--- src/rtl/tap_master.sv ---
// JTAG master: walks the TAP through an IR scan then a DR scan per command and returns captured TDO bits.
// Optional IR cache (skip IR scan on repeated opcode) enabled by defining TAP_MASTER_IR_CACHE_EN.
module tap_master #(
    parameter int CLK_DIV = 4,
    parameter int IR_LEN  = 4,
    parameter int MAX_DR  = 128,
    parameter int LEN_W   = 8
) (
    input  logic              clk,
    input  logic              rst_n,
    input  logic              cmd_valid,
    output logic              cmd_ready,
    input  logic [IR_LEN-1:0] cmd_ir,
    input  logic [LEN_W-1:0]  cmd_dr_len,
    input  logic [MAX_DR-1:0] cmd_dr_data,
    output logic              rsp_valid,
    input  logic              rsp_ready,
    output logic [MAX_DR-1:0] rsp_data,
    output logic              busy,
    output logic              tck,
    output logic              tms,
    output logic              tdi,
    input  logic              tdo
);
    typedef enum logic [3:0] {
        INIT, IDLE, IR_HDR, IR_SHIFT, IR_TAIL, DR_HDR, DR_SHIFT, DR_TAIL, RESP
    } state_t;

    localparam int               IDX_W     = (MAX_DR > 1) ? $clog2(MAX_DR) : 1;
    localparam logic [7:0]       DIV_LAST  = 8'(CLK_DIV - 1);
    localparam logic [LEN_W-1:0] CNT_ONE   = LEN_W'(1);
    localparam logic [LEN_W-1:0] INIT_LAST = LEN_W'(5);
    localparam logic [LEN_W-1:0] IRH_LAST  = LEN_W'(3);
    localparam logic [LEN_W-1:0] DRH_LAST  = LEN_W'(2);
    localparam logic [LEN_W-1:0] IR_LAST   = LEN_W'(IR_LEN - 1);
    localparam logic [LEN_W-1:0] MAX_LEN   = LEN_W'(MAX_DR);

    state_t              state_q, state_d;
    logic [LEN_W-1:0]    cnt_q, cnt_d, cnt_nx;
    logic [7:0]          div_q, div_d;
    logic                tck_q, tck_d, tms_q, tms_d, tdi_q, tdi_d;
    logic [IR_LEN-1:0]   ir_q, ir_d;
    logic [LEN_W-1:0]    len_q, len_d, cmd_len_c;
    logic [MAX_DR-1:0]   data_q, data_d, rsp_q, rsp_d;
    logic                cmd_ready_q, cmd_ready_d, rsp_valid_q, rsp_valid_d, busy_q, busy_d;
    logic                cache_hit;
`ifdef TAP_MASTER_IR_CACHE_EN
    logic [IR_LEN-1:0]   last_ir_q, last_ir_d;
    logic                ir_vld_q, ir_vld_d;
`endif

    assign cmd_len_c = (cmd_dr_len > MAX_LEN) ? MAX_LEN : cmd_dr_len;

    always_comb begin
`ifdef TAP_MASTER_IR_CACHE_EN
        cache_hit = ir_vld_q && (cmd_ir == last_ir_q) && (cmd_len_c != '0);
`else
        cache_hit = 1'b0;
`endif
    end

    always_comb begin
        state_d = state_q;
        cnt_d   = cnt_q;
        cnt_nx  = cnt_q + CNT_ONE;
        div_d   = div_q;
        tck_d   = tck_q;
        tms_d   = tms_q;
        tdi_d   = tdi_q;
        ir_d    = ir_q;
        len_d   = len_q;
        data_d  = data_q;
        rsp_d   = rsp_q;
`ifdef TAP_MASTER_IR_CACHE_EN
        last_ir_d = last_ir_q;
        ir_vld_d  = ir_vld_q;
`endif
        case (state_q)
            IDLE: begin
                if (cmd_valid && cmd_ready_q) begin
                    ir_d    = cmd_ir;
                    len_d   = cmd_len_c;
                    data_d  = cmd_dr_data;
                    rsp_d   = '0;
                    cnt_d   = '0;
                    tms_d   = 1'b1;
                    tdi_d   = 1'b0;
                    state_d = cache_hit ? DR_HDR : IR_HDR;
                end
            end
            RESP: begin
                if (rsp_ready) state_d = IDLE;
            end
            default: begin
                if (div_q == DIV_LAST) begin
                    div_d = '0;
                    tck_d = ~tck_q;
                    if (!tck_q) begin
                        // Rising TCK: the TAP's TDO for this bit is valid now.
                        if (state_q == DR_SHIFT) rsp_d[cnt_q[IDX_W-1:0]] = tdo;
                    end else begin
                        // Falling TCK ends a bit: set up TMS/TDI for the next one.
                        cnt_d = cnt_nx;
                        case (state_q)
                            INIT: begin
                                if (cnt_q == INIT_LAST) begin
                                    state_d = IDLE;
                                    cnt_d   = '0;
                                    tms_d   = 1'b0;
                                end else begin
                                    tms_d = (cnt_nx != INIT_LAST);
                                end
                            end
                            IR_HDR: begin
                                if (cnt_q == IRH_LAST) begin
                                    state_d = IR_SHIFT;
                                    cnt_d   = '0;
                                    tdi_d   = ir_q[0];
                                    tms_d   = (IR_LAST == '0);
                                end else begin
                                    tms_d = (cnt_nx == CNT_ONE);
                                end
                            end
                            IR_SHIFT: begin
                                // Rotate so the opcode is intact again after the last bit.
                                ir_d = (ir_q >> 1) | (ir_q << (IR_LEN - 1));
                                if (cnt_q == IR_LAST) begin
                                    state_d = IR_TAIL;
                                    cnt_d   = '0;
                                    tms_d   = 1'b1;
                                    tdi_d   = 1'b0;
`ifdef TAP_MASTER_IR_CACHE_EN
                                    last_ir_d = ir_d;
                                    ir_vld_d  = 1'b1;
`endif
                                end else begin
                                    tdi_d = ir_d[0];
                                    tms_d = (cnt_nx == IR_LAST);
                                end
                            end
                            IR_TAIL: begin
                                if (cnt_q == '0 && len_q != '0) begin
                                    state_d = DR_HDR;
                                    cnt_d   = '0;
                                    tms_d   = 1'b1;
                                end else if (cnt_q == '0) begin
                                    tms_d = 1'b0;
                                end else begin
                                    state_d = RESP;
                                    cnt_d   = '0;
                                end
                            end
                            DR_HDR: begin
                                if (cnt_q == DRH_LAST) begin
                                    state_d = DR_SHIFT;
                                    cnt_d   = '0;
                                    tdi_d   = data_q[0];
                                    tms_d   = (len_q == CNT_ONE);
                                end else begin
                                    tms_d = 1'b0;
                                end
                            end
                            DR_SHIFT: begin
                                data_d = data_q >> 1;
                                if (cnt_q == len_q - CNT_ONE) begin
                                    state_d = DR_TAIL;
                                    cnt_d   = '0;
                                    tms_d   = 1'b1;
                                    tdi_d   = 1'b0;
                                end else begin
                                    tdi_d = data_d[0];
                                    tms_d = (cnt_nx == len_q - CNT_ONE);
                                end
                            end
                            DR_TAIL: begin
                                if (cnt_q == '0) begin
                                    tms_d = 1'b0;
                                end else begin
                                    state_d = RESP;
                                    cnt_d   = '0;
                                end
                            end
                            default: state_d = INIT;
                        endcase
                    end
                end else begin
                    div_d = div_q + 8'd1;
                end
            end
        endcase
        cmd_ready_d = (state_d == IDLE);
        rsp_valid_d = (state_d == RESP);
        busy_d      = (state_d != IDLE) && (state_d != RESP);
    end

    always_ff @(posedge clk or negedge rst_n) begin
        if (!rst_n) begin
            state_q     <= INIT;
            cnt_q       <= '0;
            div_q       <= '0;
            tck_q       <= 1'b0;
            tms_q       <= 1'b1;
            tdi_q       <= 1'b0;
            ir_q        <= '0;
            len_q       <= '0;
            data_q      <= '0;
            rsp_q       <= '0;
            cmd_ready_q <= 1'b0;
            rsp_valid_q <= 1'b0;
            busy_q      <= 1'b1;
`ifdef TAP_MASTER_IR_CACHE_EN
            last_ir_q   <= '0;
            ir_vld_q    <= 1'b0;
`endif
        end else begin
            state_q     <= state_d;
            cnt_q       <= cnt_d;
            div_q       <= div_d;
            tck_q       <= tck_d;
            tms_q       <= tms_d;
            tdi_q       <= tdi_d;
            ir_q        <= ir_d;
            len_q       <= len_d;
            data_q      <= data_d;
            rsp_q       <= rsp_d;
            cmd_ready_q <= cmd_ready_d;
            rsp_valid_q <= rsp_valid_d;
            busy_q      <= busy_d;
`ifdef TAP_MASTER_IR_CACHE_EN
            last_ir_q   <= last_ir_d;
            ir_vld_q    <= ir_vld_d;
`endif
        end
    end

    assign cmd_ready = cmd_ready_q;
    assign rsp_valid = rsp_valid_q;
    assign rsp_data  = rsp_q;
    assign busy      = busy_q;
    assign tck       = tck_q;
    assign tms       = tms_q;
    assign tdi       = tdi_q;
endmodule

--- config.mk ---
export PLATFORM = sky130hd
export DESIGN_NAME = tap_master
export DESIGN_NICKNAME = d
export VERILOG_FILES = /design/src/rtl/tap_master.sv
export SDC_FILE = /design/constraint.sdc
export NUM_CORES = 1
export LEC_CHECK = 0
export BUFFER_PORTS_ARGS = -buffer_cell sky130_fd_sc_hd__buf_2
export CORE_ASPECT_RATIO = 1.25
export CORE_UTILIZATION = 55
export CTS_CLUSTER_DIAMETER = 30
export DETAILED_ROUTE_END_ITERATION = 8
export PLACE_DENSITY = 0.8
export SYNTH_ARGS = -nofsm -noshare
export SYNTH_HDL_FRONTEND = slang
export SYNTH_SLANG_ARGS = --single-unit
--- constraint.sdc ---
create_clock -name clk -period 5.65 [get_ports clk]
set_input_delay 0.2825 -clock clk [delete_from_list [all_inputs] [get_ports clk]]
set_output_delay 0.2825 -clock clk [all_outputs]
set_load 0.005 [all_outputs]
After elaboration in Yosys (flattened, before gate mapping). Cells that the tools add are included.

Add/sub/neg operators: 3. Magnitude comparators: 3. Equal/unequal tests: 26. Mux-type cells: 65. Bitwise gates (word level): 4. Reductions and logical operators: 23.

Operators by type and width (number): $mux 128 (8); $pmux 128 s2 (2); $bwmux 128 (1); $mux 8 (11); $mux 4 (15); $pmux 8 s6 (1); $eq 8x2->1 const B (4); $pmux 4 s7 (1); $reduce_and 5->1 (4); $mux 1 (18); $add 8x1->8 const B (2); $eq 4x3->1 const B (4); $eq 8x1->1 const B (2); $eq 8x8->1 (2); $pmux 4 s2 (2); $pmux 8 s2 (1); $reduce_bool 8->1 (2); $eq 4x1->1 const B (2); $eq 4x2->1 const B (2); $eq 4x4->1 const B (2); $eq 8x3->1 const B (1); $gt 8x8->1 const B (1); $logic_not 8->1 (1); $lt 7x8->1 const B (1); other kinds (22) (34).

Bits in registers: 294. Output and inout port bits: 134.

Longest topological paths before layout. Gate-level depths: netlist of the first run.

Depth after elaboration: 9. Depth in mapped cells: 11. Gate-level depth less buffers: 9.

Least setup slack after synthesis of the first run. No wires, ideal clock.

Path kind: flip-flop to flip-flop. From: register len_q[0]. To: register busy_q (netlist: busy). Setup time: 85 ps. Arrival: 2682 ps. Data required time: 5565 ps. Path slack: 2883 ps. Stages on the path, launching flop included: 12. Path buffers: 2. Cell sequence: dfrtp_1 > inv_1 > ha_1 > clkbuf_2 > or3b_1 > clkbuf_1 > o31ai_1 > a211o_1 > nand3_1 > a2111oi_1 > nor2_1 > mux2_1.

Longest elaborated chain between the ends: 9.

RTL lines: start, declared (RTL line 43) `logic [LEN_W-1:0] len_q, len_d, cmd_len_c;`; start signal, assigned (RTL line 223) `len_q <= len_d;`; $sub 8x1->8 or $reduce_bool 8->1 (tied branches) (RTL line 165, 142); $eq 8x8->1 or $logic_and 1x1->1 (tied branches) (RTL line 165, 142); $mux 4, on equally long branches (RTL line 165, 142); $pmux 4 s7 (*) (RTL line 104) `case (state_q)`; $mux 4 (*) (RTL line 98) `if (!tck_q) begin`; $mux 4 (*) (RTL line 95) `if (div_q == DIV_LAST) begin`; $pmux 4 s2 (*) (RTL line 78) `case (state_q)`; named net state_d[0] (RTL line 38) `state_t state_q, state_d;`; $ne 4x1->1 or $ne 4x4->1 (tied branches) (RTL line 193) `busy_d = (state_d != IDLE) && (state_d != RESP);`; $logic_and 1x1->1 (*) (RTL line 193); named net busy_d (RTL line 45) `logic cmd_ready_q, cmd_ready_d, rsp_valid_q, rsp_valid_d, busy_q, busy_d;`; end signal, assigned (RTL line 228) `busy_q <= busy_d;`; end, declared (RTL line 45).

The timed path passes the listed nets; every way through them passes the cells marked *. A chain may end at the register's enable or synchronous reset.

Final worst setup path of the first run.
From: register state_q[1]. To: register rsp_q[34] (netlist: rsp_data[34]).

Longest elaborated chain between the ends: 3.

RTL lines: start, declared (RTL line 38); start signal, assigned (RTL line 216) `state_q <= state_d;`; $eq 4x1->1 (tied with other cells) (RTL line 78); $ne 2x1->1 (no line) (tied with other cells); $reduce_and 5->1 (no line); end signal, assigned (RTL line 225) `rsp_q <= rsp_d;`; end, declared (RTL line 44) `logic [MAX_DR-1:0] data_q, data_d, rsp_q, rsp_d;`.

Parallel ways exist; a longest one is shown, timed or not.

==> run_results.csv, run 1 <==
group,metric,value,unit
route,ant_nets,0,
route,drc,0,
power,p_total,5.35,mW
floorplanning,dieHeight,182,µm
synthesis,syn-num-nets,1689,
sta,setup_viol,0,
sta,drv_slew,0,
sta,setup-tns-final,0,ps
route,dr.first_iter.drc_count,967,
synthesis,synth_warnings,0,
power,p_leak,7.71,nW
synthesis,syn_area,14300,µm²
power,swShare,22.4,%
cts,ctsHoldBuffers,6,
synthesis,postSynthAreaPerCell,9.31,µm²
cts,cts_max_path_buffers,3,
cts,h-tree-depth,2,
cells_and_area,final_common_cell,"o21ai_0",
power,power.density,302,nW/µm²
cts,insertion_delay,560,ps
synthesis,yosysSeqAreaShare,51.5,%
setup_path,crit_fanout,31,
grt,grt_max_degree,157,
route,routedWlPerCell,19.8,µm
power,combPwrFrac,1.9,%
setup_path,worstSetupEndpoint,"rsp_data[34]$_DFFE_PN0P_",
route,vias,13000,
sta,hold_violations,0,
route,routed_wl,42400,µm
sta,tightestPinTransition,1160,ps
setup_path,crit_type,"reg2reg",
floorplanning,initial_core_util,56.3,%
cts,root_buffer,"clkbuf_16",
synthesis,synth_top_area_share,51.1,%
cells_and_area,syn_to_final_growth,24.0,%
grt,grt_pass1_vias,12900,
route,dr.pass1.iters,6,
cts,cts_tree,"yes",
setup_path,critPathRequiredTime,6080,ps
setup_path,r2r-end,"rsp_data[34]$_DFFE_PN0P_",
sta,skew,25.2,ps
setup_path,reg2regPathDepth,7,
floorplanning,row_count,65,
setup_path,crit_path_start,"state_q[1]$_DFF_PN0_",
setup_path,endpoint_kind,"flop",
synthesis,async_flop_share,100,%
synthesis,synth_edf_count,0,
grt,grt_overflow,0,
cells_and_area,drive_above_1_share,22.6,%
cells_and_area,nets,1924,
flow_run,drv_cap,0,
cts,post_cts_buffers,0,
cts,cts.sinks,294,
floorplanning,core_area,25400,µm²
hold_path,hp-class,"in2reg",
place,gp_congestion,0.895,
power,power.switching,1.20,mW
sta,rsz0062_at_grt,"false",
grt,antenna_found_initial,0,
grt,grt_pass1_wl,67700,µm
power,seqPwrFrac,39.4,%
sta,slew_headroom,22.6,%
cts,cts_made_buffers,50,
place,portBuffers,278,
cts,clk_pin_slew_worst_paths,50,ps
status,status,"completed",
power,p_int,4.16,mW
synthesis,ys.flop_type,"dfrtp_1",
synthesis,syn_inst,1535,
grt,grt_usage,31.8,%
power,vdd_drop_max,0.288,mV
sta,final.period_utilization,66.0,%
setup_path,critical_path_arrival,4160,ps
floorplanning,die_w,146,µm
floorplanning,io_pins,279,
cells_and_area,layout_common_cells,"o21ai_0, dfrtp_1, buf_2",
setup_path,r2r_slack,1920,ps
place,dpl.hpwl,26700,µm
route,viasPerCell,6.07,
synthesis,synthDistinctLibCells,68,
sta,fin_crit,3730,ps
synthesis,synth_top_area_cell,"dfrtp_1",
power,clkPwrFrac,58.7,%
floorplanning,dieArea,26600,µm²
setup_path,r2r_start,"state_q[1]$_DFF_PN0_",
setup_path,start_kind,"flop",
sta,timing.fmax,0.268,GHz
cts,ctsResizeCount,0,
synthesis,ys_top_cells_by_area,"dfrtp_1, o21ai_0, mux2i_1",
synthesis,ys_ff_latch,294,
==> synthesized netlist by cell type (12+ instances only) <==
master,instances
a21oi_1,133
buf_1,13
clkbuf_1,100
dfrtp_1,292
mux2i_1,130
nand2_1,187
nand2b_1,12
nand3_1,23
nor2_1,42
nor3_1,31
o21ai_0,406
xnor2_1,22
==> kinds of logic (layout without fill, tap and decap cells) <==
kind of cell / count (synthesis) / after routing / synth area share [%]
buffers and inverters: 131 / 404 / 3.54
other: 0 / 1 / 0
multiplexers: 132 / 132 / 9.29
AO/OA/AOI/OAI: 592 / 592 / 21.9
AND/OR/NAND/NOR: 348 / 348 / 11.2
adder cells (fa/ha/maj): 9 / 9 / 0.788
flip-flops: 294 / 294 / 51.5
XOR/XNOR: 29 / 29 / 1.78
==> sequential cells by signal, indices dropped and copies added, names as in the netlist <==
signal,count
data_q,128
rsp_data,128
cnt_q,8
div_q,8
len_q,8
ir_q,4
state_q,4
busy,1
cmd_ready,1
rsp_valid,1
tck,1
tdi,1
tms,1
==> final cells by class <==
cell class,instances,area [µm²]
clock inverter,38,478
fill,1930,7650
tap,335,419
sequential,294,7360
multi-input combinational,1110,6520
clock buffer,52,1280
antenna,1,2.50
timing repair buffer,302,1620
inverter,12,45.0
==> power by group through the flow <==
stage	sequential, mW	clock, mW	combinational [mW]
2_1_floorplan	2.14	0	0.00375
3_3_place_gp	2.14	0	0.0990
3_5_place_dp	2.14	0	0.101
4_1_cts	2.11	3.17	0.105
5_1_grt	2.11	3.27	0.116
6_report	2.11	3.14	0.103
==> stage by stage <==
step           area, µm²  setup slack (ps)  std cells  utilization (%)  hold slack (ps)
6_report           17700              1920       2144             69.9             4.08
4_1_cts            17700              2070       2143             69.9             3.01
3_3_place_gp       15900              2310       2047             62.7              419
3_5_place_dp       15900              2080       2047             62.7              407
2_1_floorplan      14300              2880       1535                -            -13.1
5_1_grt            17700              1710       2143             69.9             20.2
==> per-layer routing <==
layer | wire, µm | track usage (%) | vias up | share of wire (%)
li1 | - | - | 5966 | -
met1 | 16200 | 39.9 | 6213 | 38
met2 | 20400 | 52.1 | 692 | 48
met3 | 4060 | 7.58 | 136 | 9.6
met4 | 1740 | 15.0 | 0 | 4.1
met5 | 0 | 0 | - | 0
==> worst max-delay path, cell delays in order (launching register included) <==
cell	delay [ps]
dfrtp_1	760
nor2b_1	350
nand2_1	140
nor2_1	560
a41oi_4	50
nor2_1	600
nand2_1	720
o21ai_0	420
==> worst min-delay path by stage <==
stage,from,end,slack [ps],depth (start not counted)
final,cmd_dr_len[3],len_q[3]$_DFFE_PN0P_,4,3
after detailed placement,rst_n,rsp_data[15]$_DFFE_PN0P_,410,1
after floorplan,rst_n,cmd_ready$_DFF_PN0_,-10,0
after CTS,cmd_dr_len[3],len_q[3]$_DFFE_PN0P_,3,3
after global routing,cmd_dr_data[110],data_q[110]$_DFFE_PN0P_,20,3
after global placement,rst_n,rsp_data[122]$_DFFE_PN0P_,420,1
(Power assumes the default switching activity.)
==> inputs of run 2 (changes only) <==
Settings changed: ABC_AREA set to 1, CORE_UTILIZATION 55 to 51, PLACE_DENSITY 0.8 to 0.77.
Clock period 5.65 ns to 3.3 ns, I/O delays scaled along.
==> run_results.csv, run 2 <==
group,metric,value,unit
status,status,"completed",
sta,drv_slew,0,
floorplanning,core_area,28400,µm²
power,clkPwrFrac,34.5,%
synthesis,syn_inst,1746,
sta,tightestPinTransition,910,ps
synthesis,synth_edf_count,0,
synthesis,synth_warnings,0,
synthesis,ys_ff_latch,294,
power,power.density,821,nW/µm²
route,dr.first_iter.drc_count,1283,
synthesis,ys_top_cells_by_area,"dfrtp_1, nand2_1, a31oi_1",
sta,skew,23.7,ps
flow_run,drv_cap,0,
cts,cts_max_path_buffers,3,
grt,grt_pass1_vias,15100,
sta,fin_crit,2790,ps
route,ant_nets,0,
setup_path,slowest_delay,530,ps
cells_and_area,n_fill_cell,2044,
place,dp_slack,697,ps
route,vias,15200,
power,p_leak,9.23,nW
setup_path,endpoint_kind,"flop",
floorplanning,dieArea,29600,µm²
synthesis,synthMuxAreaShare,0,%
synthesis,synthDistinctLibCells,39,
cts,ctsHoldBuffers,143,
synthesis,syn-num-nets,1900,
cells_and_area,n_antenna_cell,0,
synthesis,synth-xor-area-share,0.832,%
synthesis,synth-simple-area-share,18.0,%
cells_and_area,nets,2289,
synthesis,ys.flop_type,"dfrtp_1",
sta,hold_violations,0,
power,swShare,38.7,%
power,seqPwrFrac,32.1,%
cts,cts_tree,"yes",
cts,ctsResizeCount,0,
synthesis,synth_top_area_cell,"dfrtp_1",
sta,rsz0062_at_grt,"false",
floorplanning,initial_core_util,51.9,%
power,power.switching,6.24,mW
power,combPwrFrac,33.4,%
floorplanning,die_w,154,µm
grt,grt_pass1_wl,78500,µm
hold_path,hp-class,"in2reg",
sta,final.period_utilization,84.5,%
synthesis,yosysSeqAreaShare,50.0,%
floorplanning,dieHeight,192,µm
grt,grt_usage,33.6,%
cells_and_area,drive_above_1_share,21.7,%
route,routedWlPerCell,19.6,µm
synthesis,async_flop_share,100,%
sta,timing.fmax,0.359,GHz
setup_path,crit_top_cell,"nor2_4",
place,portBuffers,278,
route,drc,0,
cts,post_cts_buffers,0,
grt,grt_max_degree,131,
cts,h-tree-depth,2,
setup_path,path_cells,"nor2_4 -> nand2_4 -> nor2_4 -> inv_4 -> nor2_4 -> nor2_2 -> nor2_4 -> buf_12 -> nor2_1 -> a31oi_1",
synthesis,post-synth-top-count-cell,"nand2_1",
setup_path,slowest_stage,"nor2_4",
grt,grt_overflow,0,
setup_path,crit_fanout,50,
power,vdd_drop_max,0.668,mV
cells_and_area,syn_to_final_growth,33.3,%
setup_path,critical_path_arrival,3220,ps
route,routed_wl,49700,µm
place,dp.cells,2294,
power,p_int,9.89,mW
setup_path,crit_type,"reg2reg",
synthesis,postSynthAreaPerCell,8.44,µm²
cts,cts.sinks,294,
cts,insertion_delay,560,ps
cells_and_area,final_common_cell,"nand2_1",
floorplanning,io_pins,279,
cts,clk_pin_slew_worst_paths,60,ps
sta,slew_headroom,39.3,%
place,dpl.hpwl,28100,µm
grt,antenna_found_initial,0,
cts,cts_made_buffers,51,
synthesis,synth-compound-area-share,23.6,%
cells_and_area,finalNonFillerCells,2533,
sta,worst_slack,512,ps
cells_and_area,seqCellArea,7360,µm²
synthesis,synth_top_area_share,49.6,%
cells_and_area,post-route-util,69.1,%
setup_path,critPathRequiredTime,3730,ps
floorplanning,row_count,69,
cells_and_area,layout_common_cells,"nand2_1, dfrtp_1, buf_2",
place,gp_congestion,0.896,
synthesis,syn_area,14700,µm²
synthesis,synth_fa_ha_area_share,0.764,%
route,dr.pass1.iters,8,
cts,root_buffer,"clkbuf_16",
sta,setup-tns-final,0,ps
route,viasPerCell,5.99,
sta,setup_viol,0,
synthesis,synthTopCellsByCount,"nand2_1, dfrtp_1, nor2_1, o21ai_0, a21oi_1",
cells_and_area,multi_input_area,6390,µm²
synthesis,synth_top_family_by_area,"compound AO/OA/AOI/OAI gates",
setup_path,start_kind,"flop",
==> run 2: cell types whose count changed after synthesis, moves of 94 or more <==
cell | before | now
o31ai_1 | 3 | 97
o21ai_0 | 406 | 156
nor2_1 | 42 | 190
mux2i_1 | 130 | 0
nand2_1 | 187 | 364
a31oi_1 | 10 | 131
==> run 2: metrics by stage <==
stage	hold WS, ps	area [µm²]	power (mW)
after floorplan	-131	14700	8.69
after global placement	150	16400	9.94
after detailed placement	149	16400	10.1
after CTS	21.1	19600	15.8
after global routing	76.6	19600	17.0
final	39.8	19600	16.1
==> run 2: final cells by class <==
class | count | share of cell area, %
clock buffer | 68 | 7.28
tap | 355 | 2.26
clock inverter | 28 | 1.99
multi-input combinational | 1232 | 32.5
timing repair buffer | 459 | 16.6
sequential | 294 | 37.5
inverter | 97 | 1.87
==> run 2: power by group through the flow <==
stage	clock (mW)	combinational [mW]	sequential, mW
finish	5.57	5.39	5.17
detailed placement	0	4.96	5.15
CTS	5.59	5.14	5.12
global placement	0	4.83	5.11
global route	5.78	5.94	5.26
floorplan	0	3.76	4.93
==> run 2: worst max-delay path: cells and delay by family (launching register included) <==
| family | cells | cell delay [ps] |
|---|---|---|
| AO/OA/AOI/OAI | 1 | 270 |
| buffers and inverters | 2 | 420 |
| flip-flops | 1 | 420 |
| AND/OR/NAND/NOR | 7 | 1550 |
==> run 2: per-layer routing <==
metal  wire length, µm  vias up  GRT usage [%]
met5                 0        -              0
met4              2390        0           17.9
met3              4840      212           6.36
met2             24100      962           57.2
met1             18400     7188           40.6
li1                  -     6822              -
==> run 2: worst paths after layout <==
check / from / end / slack, ps / cells past startpoint
worst max-delay path: state_q[3]$_DFF_PN0_ / data_q[65]$_DFFE_PN0P_ / 510 / 10
worst min-delay path: rsp_ready / state_q[3]$_DFF_PN0_ / 40 / 4
worst max register to register: state_q[3]$_DFF_PN0_ / data_q[65]$_DFFE_PN0P_ / 510 / 10
worst min register to register: div_q[7]$_DFFE_PN0P_ / div_q[7]$_DFFE_PN0P_ / 470 / 1
max in group asynchronous: rst_n / data_q[71]$_DFFE_PN0P_ / 2130 / 3
min in group asynchronous: rst_n / rsp_data[17]$_DFFE_PN0P_ / 140 / 2
==> run 2: cell families (layout without fill, tap and decap cells) <==
logic type	after synthesis	in the layout
adder cells (fa/ha/maj)	9	9
XOR/XNOR	14	14
AND/OR/NAND/NOR	645	645
flip-flops	294	294
buffers and inverters	220	652
AO/OA/AOI/OAI	564	564
==> inputs of run 3 (changes only) <==
Settings changed: ABC_AREA 1 to 0, CORE_UTILIZATION 51 to 50, PLACE_DENSITY 0.77 to 0.76.
Clock period 3.3 ns to 2.5 ns, I/O delays scaled along.
==> run_results.csv, run 3 (synthesis results as in run 1) <==
group,metric,value,unit
hold_path,hp-class,"in2reg",
grt,grt_busiest_layer,"met2",
sta,setup-tns-final,-507,ps
sta,timing.fmax,0.383,GHz
power,p_leak,9.01,nW
sta,worst_slack,-109,ps
cells_and_area,post-route-util,73.6,%
cts,clk_pin_slew_worst_paths,50,ps
floorplanning,core_area,27800,µm²
power,vdd_drop_max,0.662,mV
route,viasPerCell,6.16,
place,dp.cells,2168,
sta,fin_crit,2610,ps
sta,rsz0062_at_grt,"true",
cells_and_area,multi_input_area,6680,µm²
cells_and_area,n_fill_cell,1796,
status,status,"finished with violations",
cts,cts_made_buffers,53,
sta,hold_violations,0,
route,routedWlPerCell,21.4,µm
grt,grt_usage,35.1,%
grt,grt_pass1_vias,15300,
cells_and_area,finalNonFillerCells,2425,
place,portBuffers,278,
route,dr.pass1.iters,7,
grt,met1_usage,40.8,%
route,routed_wl,52000,µm
route,ant_nets,0,
grt,grtUsageMet3,7.14,%
setup_path,endpoint_kind,"flop",
power,power.density,634,nW/µm²
cts,cts_tree,"yes",
floorplanning,io_pins,279,
floorplanning,row_count,68,
setup_path,critical_path_arrival,3040,ps
grt,grt_max_degree,129,
grt,antenna_found_initial,0,
grt,grt_overflow,0,
sta,drv_slew,0,
cells_and_area,final_common_cell,"o21ai_0",
floorplanning,initial_core_util,51.4,%
setup_path,crit_fanout,4,
cells_and_area,drive_above_1_share,27.1,%
setup_path,crit_type,"reg2reg",
status,violations,"negative setup slack",
sta,setup_viol,9,
cells_and_area,layout_common_cells,"o21ai_0, dfrtp_1, buf_2",
route,drc,0,
route,dr.first_iter.drc_count,1439,
sta,skew,19.5,ps
cells_and_area,seqCellArea,7360,µm²
sta,final.period_utilization,104,%
cts,cts.sinks,294,
grt,grt_use_met2,59.9,%
cts,insertion_delay,560,ps
flow_run,drv_cap,0,
cts,cts_max_path_buffers,3,
place,gp_congestion,0.921,
setup_path,start_kind,"flop",
floorplanning,dieHeight,191,µm
floorplanning,dieArea,29300,µm²
place,dpl.hpwl,29300,µm
cells_and_area,nets,2182,
route,vias,14900,
cells_and_area,syn_to_final_growth,43.3,%
sta,tightestPinTransition,653,ps
floorplanning,die_w,153,µm
grt,grt_pass1_wl,81400,µm
setup_path,critPathRequiredTime,2940,ps
sta,slew_headroom,56.3,%
cts,h-tree-depth,2,
cts,root_buffer,"clkbuf_16",
-- run 3: cell types whose count changed in the layout (fill, tap and decap cells not counted), moves of 30 or more --
| cell | change |
|---|---|
| o21ai_0 | +244 |
| nand2_1 | -179 |
| nor2_1 | -151 |
| mux2i_1 | +130 |
| a31oi_1 | -122 |
| o31ai_1 | -95 |
| buf_4 | +88 |
| inv_1 | -68 |
| o31ai_2 | -30 |
-- run 3: final timing paths --
path	start	end	slack, ps	cells past startpoint
max	len_q[0]$_DFFE_PN0P_	tdi$_DFFE_PN0P_	-110	10
max reg2reg	len_q[0]$_DFFE_PN0P_	tdi$_DFFE_PN0P_	-110	10
min in group asynchronous	rst_n	rsp_data[16]$_DFFE_PN0P_	150	2
min reg2reg	data_q[100]$_DFFE_PN0P_	data_q[100]$_DFFE_PN0P_	480	2
max in group asynchronous	rst_n	data_q[110]$_DFFE_PN0P_	1550	3
min	tdo	rsp_data[127]$_DFFE_PN0P_	100	6
-- run 3: area by class of cell --
| type | count | share of cell area (%) |
|---|---|---|
| clock buffer | 60 | 6.86 |
| clock inverter | 40 | 2.55 |
| sequential | 294 | 35.9 |
| antenna | 2 | 0.0244 |
| inverter | 12 | 0.244 |
| multi-input combinational | 1111 | 32.6 |
| timing repair buffer | 556 | 19.6 |
| tap | 350 | 2.14 |
-- run 3: metal layers --
layer	vias to the layer above	share of wire [%]
li1	6498	-
met1	7220	37
met2	982	49
met3	235	8.7
met4	0	5.5
met5	-	0
-- run 3: timing repair --
item,CTS,global route
pin swaps,22,22
buffers inserted,5,3
hold buffers,145,0
resized for setup,20,27
endpoints found under the hold margin,210,0
cloned,1,1
setup endpoints to repair,14,89
-- run 3: critical path: stages, from the launching register on --
cell	delay, ps
dfrtp_2	420
buf_6	130
inv_4	50
ha_4	120
or3b_4	420
o31ai_4	220
nand3_2	150
a311oi_4	410
nor3_2	80
o221a_1	250
mux2_4	250
-- run 3: metrics by stage --
step | setup WS [ps] | hold WS (ps) | area, µm² | total power, mW
6_report | -109 | 103 | 20500 | 13.0
5_1_grt | -216 | 94.8 | 20500 | 13.3
4_1_cts | -172 | 71.3 | 20300 | 13.0
3_5_place_dp | -233 | 164 | 16800 | 5.09
3_3_place_gp | -196 | 160 | 16800 | 5.08
2_1_floorplan | -165 | -171 | 14300 | 4.86
-- run 3: where the power goes --
part | internal (mW) | switching (mW) | leakage, nW
Clock | 5.12 | 2.65 | 0.930
Combinational | 0.250 | 0.195 | 4.00
Sequential | 4.77 | 0 | 4.07
Total | 10.1 | 2.85 | 9.01
